[src/rtl/serial_add.sv]
// Bit-serial adder: one full-adder slice reused over WIDTH cycles, LSB first.
// Optional macro SERIAL_ADD_OVF_EN adds a registered signed-overflow output (ovf).
module serial_add #(
  parameter int WIDTH = 8
) (
  input  logic             clk,
  input  logic             rst_n,
  input  logic             start,
  input  logic [WIDTH-1:0] a,
  input  logic [WIDTH-1:0] b,
  input  logic             cin,
  output logic             busy,
  output logic             done,
  output logic [WIDTH-1:0] sum,
  output logic             cout
`ifdef SERIAL_ADD_OVF_EN
  ,
  output logic             ovf
`endif
);

  localparam int CW = (WIDTH > 2) ? $clog2(WIDTH) : 1;
  localparam logic [CW-1:0] LAST = CW'(WIDTH - 1);

  typedef enum logic [1:0] {
    IDLE = 2'd0,
    RUN  = 2'd1,
    DONE = 2'd2
  } state_t;

  state_t           state;
  state_t           state_nxt;
  logic [WIDTH-1:0] sh_a;
  logic [WIDTH-1:0] sh_b;
  logic [WIDTH-2:0] part;
  logic [WIDTH-1:0] part_nxt;
  logic             carry;
  logic [CW-1:0]    cnt;
  logic             s;
  logic             c;
  logic             accept;
  logic             last;

  // Handshake: start is a level sampled on each rising edge; it is taken
  // only when the engine is not in RUN (IDLE or DONE), otherwise dropped.
  assign accept = start && (state != RUN);
  assign last   = (state == RUN) && (cnt == LAST);

  // Full-add slice on the current LSB pair and the stored carry.
  assign s        = sh_a[0] ^ sh_b[0] ^ carry;
  assign c        = (sh_a[0] & sh_b[0]) | (sh_a[0] & carry) | (sh_b[0] & carry);
  // Only WIDTH-1 history bits are stored; the final bit goes straight to sum.
  assign part_nxt = {s, part};

  always_ff @(posedge clk or negedge rst_n) begin
    if (!rst_n) begin
      state <= IDLE;
    end else begin
      state <= state_nxt;
    end
  end

  always_comb begin
    state_nxt = state;
    busy      = 1'b0;
    done      = 1'b0;
    case (state)
      IDLE: begin
        if (start) state_nxt = RUN;
      end
      RUN: begin
        busy = 1'b1;
        if (cnt == LAST) state_nxt = DONE;
      end
      DONE: begin
        done      = 1'b1;
        state_nxt = start ? RUN : IDLE;
      end
      default: state_nxt = IDLE;
    endcase
  end

  always_ff @(posedge clk or negedge rst_n) begin
    if (!rst_n) begin
      sh_a  <= '0;
      sh_b  <= '0;
      part  <= '0;
      carry <= 1'b0;
      cnt   <= '0;
      sum   <= '0;
      cout  <= 1'b0;
`ifdef SERIAL_ADD_OVF_EN
      ovf   <= 1'b0;
`endif
    end else if (accept) begin
      sh_a  <= a;
      sh_b  <= b;
      carry <= cin;
      cnt   <= '0;
    end else if (state == RUN) begin
      sh_a  <= {1'b0, sh_a[WIDTH-1:1]};
      sh_b  <= {1'b0, sh_b[WIDTH-1:1]};
      part  <= part_nxt[WIDTH-1:1];
      carry <= c;
      if (last) begin
        sum  <= part_nxt;
        cout <= c;
`ifdef SERIAL_ADD_OVF_EN
        // carry still holds the carry into the MSB on the completing edge.
        ovf  <= carry ^ c;
`endif
        cnt  <= '0;
      end else begin
        cnt <= cnt + 1'b1;
      end
    end
  end

endmodule

[config.mk]
export PLATFORM = sky130hd
export DESIGN_NAME = serial_add
export DESIGN_NICKNAME = d
export VERILOG_FILES = /design/src/rtl/serial_add.sv
export SDC_FILE = /design/constraint.sdc
export NUM_CORES = 1
export LEC_CHECK = 0
export BUFFER_PORTS_ARGS = -buffer_cell sky130_fd_sc_hd__buf_2
export CORE_MARGIN = 8
export CORE_UTILIZATION = 40
export CTS_CLUSTER_DIAMETER = 100
export DETAILED_ROUTE_END_ITERATION = 6
export GPL_TIMING_DRIVEN = 0
export SYNTH_ARGS = -nofsm -noshare
export SYNTH_HDL_FRONTEND = slang
export SYNTH_SLANG_ARGS = --single-unit
[constraint.sdc]
create_clock -name clk -period 1.6 [get_ports clk]
set_input_delay 0.08 -clock clk [delete_from_list [all_inputs] [get_ports clk]]
set_output_delay 0.08 -clock clk [all_outputs]
set_load 0.05 [all_outputs]
==> results.ini <==
[drt]
finalWirelength_mm = 3.35
drtIter0Drc = 29
via_per_inst = 4.93
vias = 990
drc_errors = 0
wire_per_inst_um = 16.7
firstDrtPassIters = 4
ant_nets = 0

[floorplan]
start_util = 0.408
ioPinCount = 31
core_area_mm2 = 0.00429
die-area_mm2 = 0.00675
die_h_um = 82.2
rows = 24
die_w_um = 82.2

[pwr]
combPwrFrac = 0.447
p_int_mw = 2.69
switchingPower_mw = 1.52
p_clk_frac = 0.160
p_sw_frac = 0.360
peakVddDrop_v = 0.000987
p_per_area_mw_per_mm2 = 2020
power_leakage_nw = 1.02
power_frac_seq = 0.393

[logic_synthesis]
ys_seq_area_frac = 0.543
ys_warn_count = 0
yosys.cell_types.count = 19
syn_avg_cell_area_um2 = 15.9
syn_nets = 133
synth_seq_cells = 38
synthCells = 110
syn_area_mm2 = 0.00175

[clock_network]
cts_tree = yes
path_clk_slew_ns = 0.07
clock_path_buffers = 2
clkLatencyLatePin_ns = 0.29
root_buffer = clkbuf_8
cts_max_level = 2
clock-sinks = 38
numCtsBuffers = 5

[layout]
layout.area.seq_um2 = 951
nets = 171
n_antenna_cell = 0
multiInputGateArea_um2 = 723
fill_cells = 402
layout_common_cells = 38 x dfrtp_1, 35 x mux2_2, 29 x buf_2, 12 x mux2_4
fin_area_mm2 = 0.00208
area_growth_pct = 19.1
final_common_cell = dfrtp_1
drive_gt1_frac = 0.638

[sta]
worst_slew_pin_slew_ns = 0.845
finalHoldViolCount = 0
relSlewSlack = 0.437
period_minus_slack_ns = 1.56
setup_viol_count_final = 0
skew_ns = 0.00260
max_freq_mhz = 640
fin_crit_sh = 0.977
whs_ns = 0.0563
maxSlewViolCount = 0

[critical_path]
start_kind = flop
worstSetupPathType = flop to flop
endpoint_kind = flop
ff2ff_setup_slack_ns = 0.04
cp.arrival_ns = 1.74
critPathRequiredTime_ns = 1.77
path_max_fanout = 5

[global_routing]
grt_overflow = 0
grt_usage = 0.105
grt_pass1_vias = 1089
antenna_found_initial = 0
grt_pass1_wl_mm = 5.31
grt_max_degree = 39

[place]
dp_hpwl_mm = 2.24
portBuffers = 29
gp_congestion = 0.675
dpl-instance-area_mm2 = 0.00196

[status]
status = finished, final reports clean

[hold_path]
hold_path.class = input pin to flop

[job]
cap_viol_max_count = 0

## per-layer routing
metal	GRT usage	share of wire	vias to the layer above
li1	-	-	466
met1	0.122	0.41	498
met2	0.168	0.51	22
met3	0.0368	0.060	4
met4	0.0526	0.013	0
met5	0	0	-
## metrics by stage
step / power, mW / setup slack (ns) / std cells / util / TNS (ns)
CTS: 4.25 / 0.0182 / 200 / 0.481 / 0
global placement: 3.47 / -0.0405 / 191 / 0.457 / -0.353
global route: 4.48 / -0.00383 / 201 / 0.485 / -0.00447
floorplan: 3.13 / 0.0734 / 110 / - / 0
finish: 4.21 / 0.0365 / 201 / 0.485 / 0
detailed placement: 3.55 / -0.0497 / 191 / 0.457 / -0.393
## final timing paths
kind / start / end / cells past startpoint
worst max-delay path: cnt[0] / sum[1] / 5
worst min-delay path: a[7] / sh_a[7] / 3
worst max register to register: cnt[0] / sum[1] / 5
worst min register to register: sum[2] / sum[2] / 1
max in group asynchronous: rst_n / sum[4] / 2
min in group asynchronous: rst_n / sh_a[0] / 2
## synth_stat cells (all sizes together)
cell	instances	area share
nor2b	1	0.0036
a31o	2	0.010
o22ai	1	0.0036
nand2b	1	0.0036
nand3b	1	0.0043
and2b	1	0.0050
nor2	2	0.0043
nor4b	1	0.0050
dfrtp	38	0.54
mux2i	2	0.011
nor4bb	1	0.0057
ha	2	0.014
buf	6	0.040
fa	1	0.011
inv	3	0.0064
mux2	47	0.33
## sequential cells by signal, summed over array words and instances (netlist names)
| register | cells |
|---|---|
| sum | 8 |
| state | 2 |
| part | 7 |
| cnt | 3 |
| sh_a | 8 |
| carry | 1 |
| sh_b | 8 |
| cout | 1 |
## final cells by class
type | instances | share of cell area
clock inverters | 1 | 0.00240
clock buffers | 7 | 0.0414
inverters | 3 | 0.00540
well taps | 52 | 0.0312
multi-input cells | 63 | 0.347
flip-flops and latches | 38 | 0.456
repair buffers | 31 | 0.0798
plain buffers | 6 | 0.0366
## logic make-up (layout without fill, tap and decap cells)
logic type,Yosys count,in the layout,share of synthesized area
flip-flops,38,38,0.543
adder cells (fa/ha/maj),3,3,0.0257
buffers and inverters,9,48,0.0465
AO/OA/AOI/OAI,3,3,0.0136
multiplexers,49,49,0.340
AND/OR/NAND/NOR,8,8,0.0315
## power by group through the flow
stage	sequential, mW	clock (mW)	combinational, mW
floorplan	1.97	0	1.16
global placement	1.65	0	1.83
detailed placement	1.68	0	1.88
CTS	1.66	0.699	1.89
global route	1.72	0.743	2.02
finish	1.66	0.672	1.88
## critical path, stage by stage, from the launching register on
cell and delay (ns):
dfrtp_1 0.41, ha_2 0.19, ha_2 0.19, nand3b_1 0.16
buf_6 0.16, mux2_2 0.33
## timing repair
action | in CTS | in global routing
setup endpoints to repair | 9 | 9
endpoints found under the hold margin | 38 | 0
buffers inserted | 0 | 0
gates resized for setup | 1 | 6
hold buffers | 1 | 0
cloned | 0 | 1
No activity file was read; power rests on OpenSTA's default activity.
